`config.mk`:
```
export PLATFORM = sky130hd
export DESIGN_NAME = mem_port_arbiter
export DESIGN_NICKNAME = d
export VERILOG_FILES = /design/src/rtl/cpu_pkg.sv /design/src/rtl/arb_streak_counter.sv /design/src/rtl/mem_port_arbiter.sv
export SDC_FILE = /design/constraint.sdc
export NUM_CORES = 1
export LEC_CHECK = 0
export CORE_MARGIN = 4
export CORE_UTILIZATION = 22
export DETAILED_ROUTE_END_ITERATION = 12
export PLACE_DENSITY = 0.91
export REMOVE_ABC_BUFFERS = 1
export SLEW_MARGIN = 15
export SYNTH_ARGS = -nofsm -noshare
export SYNTH_HDL_FRONTEND = slang
export SYNTH_SLANG_ARGS = --single-unit
```
`constraint.sdc`:
```
create_clock -name clk -period 2.8 [get_ports clk]
set_input_delay 0.28 -clock clk [delete_from_list [all_inputs] [get_ports clk]]
set_output_delay 0.28 -clock clk [all_outputs]
set_load 0.01 [all_outputs]
```
`src/rtl/cpu_pkg.sv`:
```
// rtl/cpu_pkg.sv - shared types and default widths for the unified memory port
package cpu_pkg;

    localparam int MEM_ADDR_W = 6;
    localparam int MEM_DATA_W = 32;

    typedef enum logic [1:0] {
        OWN_NONE = 2'd0,
        OWN_IF   = 2'd1,
        OWN_DM   = 2'd2
    } owner_t;

endpackage

```
`src/rtl/arb_streak_counter.sv`:
```
// rtl/arb_streak_counter.sv - saturating count of consecutive DM wins over a waiting IF
module arb_streak_counter #(
    parameter int MAX_COUNT = 4
) (
    input  logic clk,
    input  logic rst,
    input  logic inc_i,
    input  logic clr_i,
    output logic sat_o
);

    localparam int CNT_W = $clog2(MAX_COUNT + 1);

    logic [CNT_W-1:0] count_q, count_d;

    assign sat_o = (count_q == CNT_W'(MAX_COUNT));

    // Clear dominates so an IF grant always restarts the streak.
    always_comb begin
        count_d = count_q;
        if (clr_i) begin
            count_d = '0;
        end else if (inc_i && !sat_o) begin
            count_d = count_q + 1'b1;
        end
    end

    always_ff @(posedge clk or negedge rst) begin
        if (!rst) begin
            count_q <= '0;
        end else begin
            count_q <= count_d;
        end
    end

endmodule

```
`src/rtl/mem_port_arbiter.sv`:
```
// rtl/mem_port_arbiter.sv - shares one pipelined single-port memory between fetch and load/store
module mem_port_arbiter
    import cpu_pkg::*;
#(
    parameter int ADDR_W        = MEM_ADDR_W,
    parameter int DATA_W        = MEM_DATA_W,
    parameter int MAX_DM_STREAK = 4
) (
    input  logic              clk,
    input  logic              rst,
    input  logic              if_req_i,
    input  logic [ADDR_W-1:0] if_addr_i,
    output logic              if_gnt_o,
    output logic              if_rvalid_o,
    output logic [DATA_W-1:0] if_rdata_o,
    input  logic              dm_req_i,
    input  logic              dm_we_i,
    input  logic [ADDR_W-1:0] dm_addr_i,
    input  logic [DATA_W-1:0] dm_wdata_i,
    output logic              dm_gnt_o,
    output logic              dm_rvalid_o,
    output logic [DATA_W-1:0] dm_rdata_o,
    output logic              mem_en_o,
    output logic              mem_we_o,
    output logic [ADDR_W-1:0] mem_addr_o,
    output logic [DATA_W-1:0] mem_wdata_o,
    input  logic [DATA_W-1:0] mem_rdata_i
);

    logic   streak_sat;
    logic   if_win;
    owner_t owner_q, owner_d;

    // IF wins when alone or once DM has used up its allowed streak.
    assign if_win   = if_req_i & (~dm_req_i | streak_sat);
    assign if_gnt_o = rst & if_win;
    assign dm_gnt_o = rst & dm_req_i & ~if_win;

    arb_streak_counter #(
        .MAX_COUNT (MAX_DM_STREAK)
    ) u_streak (
        .clk   (clk),
        .rst   (rst),
        .inc_i (dm_gnt_o & if_req_i),
        .clr_i (if_gnt_o | ~if_req_i),
        .sat_o (streak_sat)
    );

    assign mem_en_o    = if_gnt_o | dm_gnt_o;
    assign mem_we_o    = dm_gnt_o & dm_we_i;
    assign mem_wdata_o = dm_wdata_i;

    always_comb begin
        mem_addr_o = '0;
        if (dm_gnt_o) begin
            mem_addr_o = dm_addr_i;
        end else if (if_gnt_o) begin
            mem_addr_o = if_addr_i;
        end
    end

    // Stores complete at grant, so only reads claim the next-cycle response slot.
    always_comb begin
        owner_d = OWN_NONE;
        if (if_gnt_o) begin
            owner_d = OWN_IF;
        end else if (dm_gnt_o && !dm_we_i) begin
            owner_d = OWN_DM;
        end
    end

    always_ff @(posedge clk or negedge rst) begin
        if (!rst) begin
            owner_q <= OWN_NONE;
        end else begin
            owner_q <= owner_d;
        end
    end

    assign if_rvalid_o = (owner_q == OWN_IF);
    assign dm_rvalid_o = (owner_q == OWN_DM);
    assign if_rdata_o  = if_rvalid_o ? mem_rdata_i : '0;
    assign dm_rdata_o  = dm_rvalid_o ? mem_rdata_i : '0;

endmodule

```
Yosys cells after proc, flatten, opt, wreduce, memory -nomap -nowiden:

Index checks and enable logic that the tools add are counted.

* add/sub/neg operators: 1
* equality and inequality tests: 3
* multiplexer cells: 8
* bitwise operators: 12
* reduce and logical (&&, ||, !) cells: 5

Operators with widths (count)
* $mux 32: 2
* $mux 6: 2
* $and 1x1->1: 6
* $mux 3: 2
* $mux 2: 2
* $add 3x1->3 const B: 1
* $eq 3x3->1 const B: 1
* $not 1->1: 3
* $or 1x1->1: 3
* $eq 2x1->1 const B: 1
* $eq 2x2->1 const B: 1
* $logic_and 1x1->1: 2
* $logic_not 1->1: 2
* $reduce_bool 2->1: 1

* flip-flop bits (word level): 5
* input port bits: 81
* output and inout bits: 108
* word-level logic and storage cells: 31

Longest topological paths before layout:

Gate-level depths: netlist of run 1.

* depth after elaboration: 9
* gate-level depth with buffers: 5
* gate-level depth less buffers: 5

By module:

A second synthesis of run 1 with hierarchy kept.

* cell total of the unflattened synthesis: 158
* area, all modules: 1181.1 µm²

Modules (own cells, without submodules)
* mem_port_arbiter: instances 1, cells an instance 140, area each 988.4 µm², seq. area each 50.0 µm²
* arb_streak_counter: instances 1, cells an instance 18, area each 192.7 µm², seq. area each 75.1 µm²

Worst setup path before layout of run 1:

OpenSTA, ideal clock, no wires.

* path kind: reg2out
* from: reg u_streak.count_q[0]
* to: out mem_addr_o[0]
* arrival time: 1222 ps
* required time: 2520 ps
* slack: 1298 ps
* stages on the path, launching flop included: 6
* path buffers: 0
* path through: dfrtp_1 inv_1 ha_1 a21boi_4 nor2_4 a22o_1

* cells in the longest elaborated chain, start to end: 6
* elaborated cells on any way between the ends: 8
* those cells by class: eq/ne (1); mux (2); bitwise (5)

Ends and longest elaborated chain
* from (decl): RTL line arb_streak_counter.sv:14 `logic [CNT_W-1:0] count_q, count_d;`
* from (signal assigned): RTL line arb_streak_counter.sv:32 `count_q <= count_d;`
* $eq 3x3->1: RTL line arb_streak_counter.sv:16 `assign sat_o = (count_q == CNT_W'(MAX_COUNT));`
* $or 1x1->1: RTL line mem_port_arbiter.sv:35 `assign if_win = if_req_i & (~dm_req_i | streak_sat);`
* $and 1x1->1: RTL line mem_port_arbiter.sv:35
* $and 1x1->1: RTL line mem_port_arbiter.sv:36 `assign if_gnt_o = rst & if_win;`
* via if_gnt_o: RTL line mem_port_arbiter.sv:13 `output logic if_gnt_o,`
* $mux 6: RTL line mem_port_arbiter.sv:57 `end else if (if_gnt_o) begin`
* $mux 6: RTL line mem_port_arbiter.sv:55 `if (dm_gnt_o) begin`
* to (decl): RTL line mem_port_arbiter.sv:25 `output logic [ADDR_W-1:0] mem_addr_o,`

The timed path passes the listed nets, and every way through them passes these cells.

Worst setup path in the final report of run 1:

* from: reg u_streak.count_q[0]
* to: out mem_addr_o[0]

* cells in the longest elaborated chain, start to end: 6
* elaborated cells on any way between the ends: 8
* those cells by class: eq/ne (1); mux (2); bitwise (5)

Ends and longest elaborated chain (RTL line)
* $eq 3x3->1 *: arb_streak_counter.sv:16
* $or 1x1->1 *: mem_port_arbiter.sv:35
* $and 1x1->1 *: mem_port_arbiter.sv:35
* $and 1x1->1 / $not 1->1 (equally long branches): mem_port_arbiter.sv:36, mem_port_arbiter.sv:37
* $mux 6 / $and 1x1->1 (equally long branches): mem_port_arbiter.sv:57, mem_port_arbiter.sv:37
* $mux 6 *: mem_port_arbiter.sv:55

Mark *: on every way between the ends. The rest lies on a longest branch, timed or not.

==> results.json, run 1 <==
{
  "outcome": "completed",
  "cap_violations": 0,
  "cp-end-kind": "output port",
  "wire_per_inst_um": 17.0,
  "cts_hold_buf": 0,
  "globalplace.congestion": 0.761,
  "antenna_found_initial": 0,
  "path_buf_inv": 2,
  "drt_first_iter_violations": 14,
  "period_share": 0.828,
  "power_density_nw_per_um2": 194,
  "fin_area_um2": 2150,
  "post-place-ws_ns": 0.562,
  "cpPeakStageDelay_ns": 0.54,
  "synth_seq_cells": 5,
  "synth_common_cells": "and2_1 (65), buf_4 (32), a22o_1 (6)",
  "fp-row-count": 24,
  "synth-simple-area-share": 0.473,
  "yosysWarnings": 0,
  "post-route-drc-count": 0,
  "grt.overflow.total": 0,
  "core-area_um2": 4440,
  "crit_path_max_fanout": 9,
  "synth_compound_area_frac": 0.116,
  "fin_nets": 315,
  "drive_above_1_share": 0.0433,
  "die_x_um": 76.7,
  "grt_usage": 0.154,
  "skew_ns": 0.000782,
  "dieArea_um2": 5880,
  "crit_path_top_delay_cell": "clkdlybuf4s50_1",
  "cts_made_buffers": 3,
  "grt_max_degree": 20,
  "yosysUniqueCellTypes": 20,
  "tightest_slew_ns": 0.457,
  "initial_utilization": 0.233,
  "worstHoldPathType": "in -> async",
  "synth.avg_cell_area_um2": 7.52,
  "fin_tns_setup_ns": 0,
  "dpl-instance-area_um2": 2100,
  "period_needed_ns": 2.32,
  "clock-sinks": 5,
  "io_pins": 189,
  "postCtsSetupRepairBufs": 0,
  "pwr-share-comb": 0.498,
  "ys_seq_area_frac": 0.121,
  "max_slew_margin": 0.695,
  "peakVddDrop_mv": 0.272,
  "cts_tree": "built",
  "dp_hpwl_um": 4190,
  "synthFlopType": "dfrtp_1",
  "yosysMostFrequentCell": "and2_1",
  "dieHeight_um": 76.7,
  "switching_share": 0.257,
  "drt_wl_total_um": 4800,
  "synth_top_family_by_area": "simple AND/OR/NAND/NOR gates",
  "clkTransAtPathRegs_ns": 0.03,
  "start_kind": "flip-flop",
  "synthXorXnorAreaFrac": 0,
  "grt_pass1_wl_um": 7070,
  "clockBufferDepth": 2,
  "p_int_mw": 0.309,
  "synth_edf_count": 0,
  "fillCellCount": 417,
  "pwr-share-clk": 0.319,
  "total_power_mw": 0.416,
  "ys_async_sr_fraction": 1.00,
  "worstPathCellList": "inv_1, ha_1, a21boi_4, nor2_4, a22o_1, clkdlybuf4s50_1",
  "post-synth-top-area-cell": "and2_1",
  "htree_levels": 1,
  "critical_path.top_delay_family": "buffers and inverters",
  "finalSetupViolations": 0,
  "utilization": 0.483,
  "leakage_nw": 0.848,
  "cts-root-buf": "clkbuf_8",
  "crit_required_ns": 2.52,
  "netlist_top_cells_area": "and2_1 (39%), buf_4 (23%), dfrtp_1 (12%)",
  "worstPathArrival_ns": 2.04,
  "dr.pass1.iters": 4,
  "cts_resized": 0,
  "grt_setup_unrepaired": "no",
  "portBuffers": 124,
  "clk_latency_ns": 0.22,
  "crit_type": "reg -> out",
  "syn_inst": 138,
  "switching_power_mw": 0.107,
  "synthMuxAreaShare": 0,
  "timing.final.ws_setup_ns": 0.481,
  "netlist_area_um2": 1040,
  "grt_pass1_vias": 1331,
  "synth_top_area_frac": 0.392,
  "report.final.slew_viol_count": 0,
  "synthAdderAreaFrac": 0.0241,
  "via_per_inst": 4.52,
  "hold_viol_final": 0,
  "diodes": 0,
  "max_freq_mhz": 431,
  "area_delta_synth_final_pct": 107,
  "share_seq_of_total_power": 0.183,
  "drtAntennaViolNets": 0,
  "vias": 1280
}
==> worst paths after layout <==
kind / startpoint / to / slack [ns] / depth (start not counted)
max: u_streak.count_q[0] / mem_addr_o[0] / 0.48 / 6
min: rst / owner_q[0] / 0.27 / 1
max reg2reg: u_streak.count_q[0] / u_streak.count_q[2] / 1.48 / 5
min reg2reg: u_streak.count_q[0] / u_streak.count_q[0] / 0.57 / 2
max in group asynchronous: rst / u_streak.count_q[0] / 2.20 / 2
min in group clk: dm_wdata_i[23] / mem_wdata_o[23] / 0.56 / 0
==> cell families after synthesis <==
logic type      count (synthesis)
flops                           5
buf+inv                        41
fa+ha+maj                       2
compound gates                 12
simple gates                   78
==> stage by stage <==
| step | instances | hold slack, ns |
|---|---|---|
| after global placement | 279 | 0.498 |
| after floorplan | 100 | -0.0156 |
| final | 283 | 0.271 |
| after global routing | 283 | 0.282 |
| after detailed placement | 279 | 0.506 |
| after CTS | 283 | 0.268 |
==> cells in the final DEF, fill, tap and decap left out, types with 2 or more instances in the layout <==
cell / count
clkdlybuf4s50_1: 124
and2_1: 65
a22o_1: 6
dfrtp_1: 5
inv_1: 3
nand2_1: 3
and2b_1: 3
a21boi_0: 3
clkbuf_8: 3
buf_4: 3
nand3_1: 2
ha_1: 2
==> power groups by stage <==
stage / clock network [mW] / logic (mW) / registers, mW
4_1_cts: 0.138 / 0.210 / 0.0763
3_3_place_gp: 0 / 0.205 / 0.0770
2_1_floorplan: 0 / 0.0604 / 0.0768
3_5_place_dp: 0 / 0.209 / 0.0772
6_report: 0.133 / 0.207 / 0.0762
5_1_grt: 0.142 / 0.222 / 0.0764
==> area by class of cell <==
type / instances / area [um2] / share of cell area
multi-input cells: 92 / 636 / 0.296
flip-flops and latches: 5 / 125 / 0.0583
well taps: 52 / 65.1 / 0.0303
clock buffers: 4 / 45.0 / 0.0210
repair buffers: 127 / 1260 / 0.589
inverters: 3 / 11.3 / 0.00525
==> state kept, by name, indices dropped and copies added, names as in the netlist <==
signal            cells
u_streak.count_q      3
owner_q               2
==> per-layer routing <==
layer  share of wire  up-vias  track usage
li1                -      592            -
met3            0.18        2        0.116
met2            0.44      123        0.256
met4          0.0038        0       0.0217
met5               0        -       0.0455
met1            0.38      563        0.155
==> worst reg2reg max path: cells and delay by family (launching register included) <==
kind	cells	cell delay [ns]
flip-flops	1	0.36
AO/OA/AOI/OAI	2	0.31
AND/OR/NAND/NOR	1	0.19
buffers and inverters	1	0.07
adder cells (fa/ha/maj)	1	0.29
No activity file was read; power rests on OpenSTA's default activity.
==> run 2: changes to the inputs <==
CORE_UTILIZATION = 21   (was 22)
PLACE_DENSITY = 0.87   (was 0.91)
clock period = 2.3 ns   (was 2.8 ns; I/O delays follow)
==> results.json, run 2 (synthesis gave the netlist of run 1 again) <==
{
  "cts_resized": 0,
  "grt_pass1_wl_um": 6800,
  "hold_viol_final": 0,
  "crit_required_ns": 2.07,
  "dieArea_um2": 6130,
  "share_seq_of_total_power": 0.182,
  "htree_levels": 1,
  "reg_top3": "u_streak.count_q (3), owner_q (2)",
  "timing.rr.end": "u_streak.count_q[2]",
  "fin_tns_setup_ns": 0,
  "crit_type": "reg -> out",
  "fp-row-count": 25,
  "antenna_found_initial": 0,
  "power_density_nw_per_um2": 235,
  "grt_usage": 0.144,
  "final_cell_mix": "clkdlybuf4s50_1 (124), and2_1 (65), a22o_1 (6)",
  "switching_share": 0.260,
  "fin_nets": 316,
  "core-area_um2": 4750,
  "initial_utilization": 0.218,
  "dp_cells": 295,
  "leakage_nw": 0.852,
  "cts_hold_buf": 0,
  "cts_made_buffers": 3,
  "drt_wl_total_um": 4700,
  "vias": 1235,
  "grt_pass1_vias": 1303,
  "r2r_start": "u_streak.count_q[0]",
  "period_needed_ns": 2.18,
  "drt_first_iter_violations": 7,
  "mostFrequentLayoutCell": "clkdlybuf4s50_1",
  "peakVddDrop_mv": 0.262,
  "post-place-ws_ns": 0.218,
  "dp_hpwl_um": 4060,
  "postCtsSetupRepairBufs": 0,
  "switching_power_mw": 0.133,
  "dr.pass1.iters": 4,
  "drive_above_1_share": 0.0517,
  "tightest_slew_ns": 0.300,
  "drtAntennaViolNets": 0,
  "clockBufferDepth": 2,
  "max_slew_margin": 0.800,
  "p_int_mw": 0.378,
  "portBuffers": 124,
  "period_share": 0.947,
  "grt.overflow.total": 0,
  "timing.final.ws_setup_ns": 0.123,
  "utilization": 0.457,
  "grt_max_degree": 34,
  "start_kind": "flip-flop",
  "clkTransAtPathRegs_ns": 0.03,
  "area_delta_synth_final_pct": 110,
  "cap_violations": 0,
  "post-route-drc-count": 0,
  "pwr-share-clk": 0.323,
  "layout.cells.non_filler": 299,
  "skew_ns": 0.000539,
  "worstPathArrival_ns": 1.95,
  "clock-sinks": 5,
  "cts-root-buf": "clkbuf_8",
  "largest_reg_flops": 3,
  "die_x_um": 78.3,
  "finalSetupViolations": 0,
  "cp-end-kind": "output port",
  "crit_path_max_fanout": 9,
  "clk_latency_ns": 0.22,
  "wire_per_inst_um": 15.7,
  "diodes": 0,
  "report.final.slew_viol_count": 0,
  "critPathLaunch": "u_streak.count_q[0]",
  "max_freq_mhz": 459,
  "pwr-share-comb": 0.496,
  "io_pins": 189,
  "grt_setup_unrepaired": "no",
  "dieHeight_um": 78.3,
  "worstHoldPathType": "in -> async",
  "cts_tree": "built",
  "total_power_mw": 0.511,
  "reg2reg_slack_ns": 1.04,
  "outcome": "completed",
  "globalplace.congestion": 0.751,
  "r2r_cells": 5,
  "max_flop_register": "u_streak.count_q",
  "via_per_inst": 4.13
}
run 2: changes by cell type in the layout (fill, tap and decap cells not counted), sizes merged:
cell and change:
buf +1
run 2: cell type report:
| type | instances | area (um2) |
|---|---|---|
| clock buffers | 4 | 45.0 |
| fillers | 472 | 2580 |
| inverters | 3 | 11.3 |
| multi-input cells | 92 | 638 |
| flip-flops and latches | 5 | 125 |
| well taps | 67 | 83.8 |
| repair buffers | 128 | 1270 |
run 2: critical path: stages (launching register included):
cell and delay [ns]:
dfrtp_1 0.39, inv_1 0.08, ha_2 0.25, a21boi_4 0.09, nor2_4 0.19, a22o_1 0.18, clkdlybuf4s50_1 0.54
run 2: how the worst max path moves through the flow:
stage / end / slack (ns) / depth (start not counted)
after floorplan: mem_addr_o[0] / 0.85 / 5
after global placement: mem_addr_o[2] / 0.27 / 5
after detailed placement: mem_addr_o[4] / 0.22 / 5
after CTS: mem_addr_o[4] / 0.03 / 6
after global routing: mem_addr_o[1] / 0.01 / 6
final: mem_addr_o[4] / 0.12 / 6
run 2: metrics by stage:
stage,cell area [um2],hold WS [ns]
after floorplan,772,-0.0656
after detailed placement,2130,0.460
after CTS,2170,0.363
after global placement,2130,0.460
after global routing,2170,0.373
final,2170,0.365
run 2: power groups by stage:
stage	Combinational [mW]	Sequential, mW	Clock [mW]
floorplan	0.0735	0.0935	0
global placement	0.251	0.0936	0
detailed placement	0.256	0.0940	0
CTS	0.257	0.0929	0.170
global route	0.272	0.0932	0.183
finish	0.253	0.0928	0.165
run 2: routing by layer:
metal | wire length [um] | track usage | part of all wire
met1 | 1750 | 0.152 | 0.37
met2 | 1890 | 0.213 | 0.40
met3 | 1020 | 0.116 | 0.22
met4 | 43 | 0.0420 | 0.0091
met5 | 0 | 0.0455 | 0
==> run 3: changes to the inputs <==
CORE_ASPECT_RATIO = 0.75   (was default)
CORE_UTILIZATION = 22   (was 21)
PLACE_DENSITY = 0.91   (was 0.87)
clock period = 2.73 ns   (was 2.3 ns; I/O delays follow)
==> results.json, run 3 (synthesis gave the netlist of run 1 again) <==
{
  "finalSetupViolations": 0,
  "crit_path_max_fanout": 9,
  "drtAntennaViolNets": 0,
  "period_needed_ns": 2.32,
  "power_density_nw_per_um2": 201,
  "start_kind": "flip-flop",
  "grt_usage": 0.145,
  "cts_resized": 0,
  "drt_wl_total_um": 4700,
  "worstPathArrival_ns": 2.04,
  "total_power_mw": 0.432,
  "critical_path.top_delay_family": "buffers and inverters",
  "grt.overflow.total": 0,
  "dp_hpwl_um": 4020,
  "dieHeight_um": 67.5,
  "cts_tree": "built",
  "crit_path_top_delay_cell": "clkdlybuf4s50_1",
  "utilization": 0.476,
  "period_share": 0.849,
  "clock-sinks": 5,
  "hold_viol_final": 0,
  "seq_area_um2": 125,
  "grt_pass1_wl_um": 6460,
  "post-route-drc-count": 0,
  "max_freq_mhz": 432,
  "wire_per_inst_um": 16.3,
  "peakVddDrop_mv": 0.241,
  "path_buf_inv": 2,
  "crit_required_ns": 2.46,
  "cpPeakStageDelay_ns": 0.54,
  "drt_first_iter_violations": 25,
  "report.final.slew_viol_count": 0,
  "worstPathCellList": "inv_1, ha_1, a21boi_4, nor2_4, a22o_1, clkdlybuf4s50_1",
  "leakage_nw": 0.848,
  "max_flop_register": "u_streak.count_q",
  "cp-end-kind": "output port",
  "outcome": "completed",
  "grt_max_degree": 34,
  "cts-root-buf": "clkbuf_8",
  "core-area_um2": 4520,
  "clk_latency_ns": 0.23,
  "die_x_um": 87.3,
  "grt_setup_unrepaired": "no",
  "multi_input_comb_area_um2": 636,
  "globalplace.congestion": 0.775,
  "dpl-instance-area_um2": 2110,
  "dr.pass1.iters": 3,
  "htree_levels": 1,
  "vias": 1220,
  "diodes": 0,
  "drive_above_1_share": 0.0433,
  "crit_type": "reg -> out",
  "fin_tns_setup_ns": 0,
  "largest_reg_flops": 3,
  "antenna_found_initial": 0,
  "fillCellCount": 427,
  "final_cell_mix": "clkdlybuf4s50_1 (124), and2_1 (65), a22o_1 (6)",
  "fin_area_um2": 2150,
  "io_pins": 189,
  "worstHoldPathType": "in -> async",
  "mostFrequentLayoutCell": "clkdlybuf4s50_1",
  "cts_hold_buf": 0,
  "area_delta_synth_final_pct": 107,
  "reg_top3": "u_streak.count_q (3), owner_q (2)",
  "hold_ws_ns": 0.411,
  "initial_utilization": 0.230,
  "skew_ns": 0.00206,
  "cts_made_buffers": 3,
  "max_slew_margin": 0.806,
  "clkTransAtPathRegs_ns": 0.04,
  "tightest_slew_ns": 0.292,
  "portBuffers": 124,
  "dieArea_um2": 5890,
  "clockBufferDepth": 2,
  "fp-row-count": 21,
  "via_per_inst": 4.24,
  "cap_violations": 0,
  "grt_pass1_vias": 1238,
  "fin_nets": 315,
  "postCtsSetupRepairBufs": 0
}
## run 3: cell types whose count changed in the layout (fill, tap and decap cells not counted)
cell,before,now
buf_4,4,3
ha_2,1,0
ha_1,1,2
## run 3: final cells by class
| type | instances | area share |
|---|---|---|
| Timing Repair Buffer | 127 | 0.587 |
| Tap cell | 57 | 0.0331 |
| Inverter | 3 | 0.00523 |
| Multi-Input combinational cell | 92 | 0.295 |
| Clock buffer | 4 | 0.0209 |
| Sequential cell | 5 | 0.0581 |
## run 3: final timing paths
path | slack (ns) | start | end | cells past startpoint
worst max-delay path | 0.41 | u_streak.count_q[0] | mem_addr_o[0] | 6
worst min-delay path | 0.41 | rst | u_streak.count_q[1] | 2
worst max register to register | 1.41 | u_streak.count_q[0] | u_streak.count_q[2] | 5
worst min register to register | 0.57 | u_streak.count_q[0] | u_streak.count_q[0] | 2
max in group asynchronous | 2.19 | rst | owner_q[1] | 2
min in group clk | 0.55 | dm_wdata_i[30] | mem_wdata_o[30] | 0
## run 3: per-stage QoR
step                instances  setup slack, ns
floorplan                 100             1.24
global placement          284            0.596
detailed placement        284            0.550
CTS                       288            0.403
global route              288            0.309
finish                    288            0.414
## run 3: power breakdown
part           internal [mW]  switching (mW)  total, mW
combinational          0.140          0.0731      0.213
sequential            0.0768         0.00131     0.0781
clock                  0.101          0.0399      0.140
total                  0.317           0.114      0.432
## run 3: per-layer routing
layer  up-vias  wire [um]  track usage
li1        587          -            -
met1       525       1760        0.169
met2        99       2070        0.208
met3         7        776        0.105
met4         2         58       0.0402
met5         -         35       0.0455
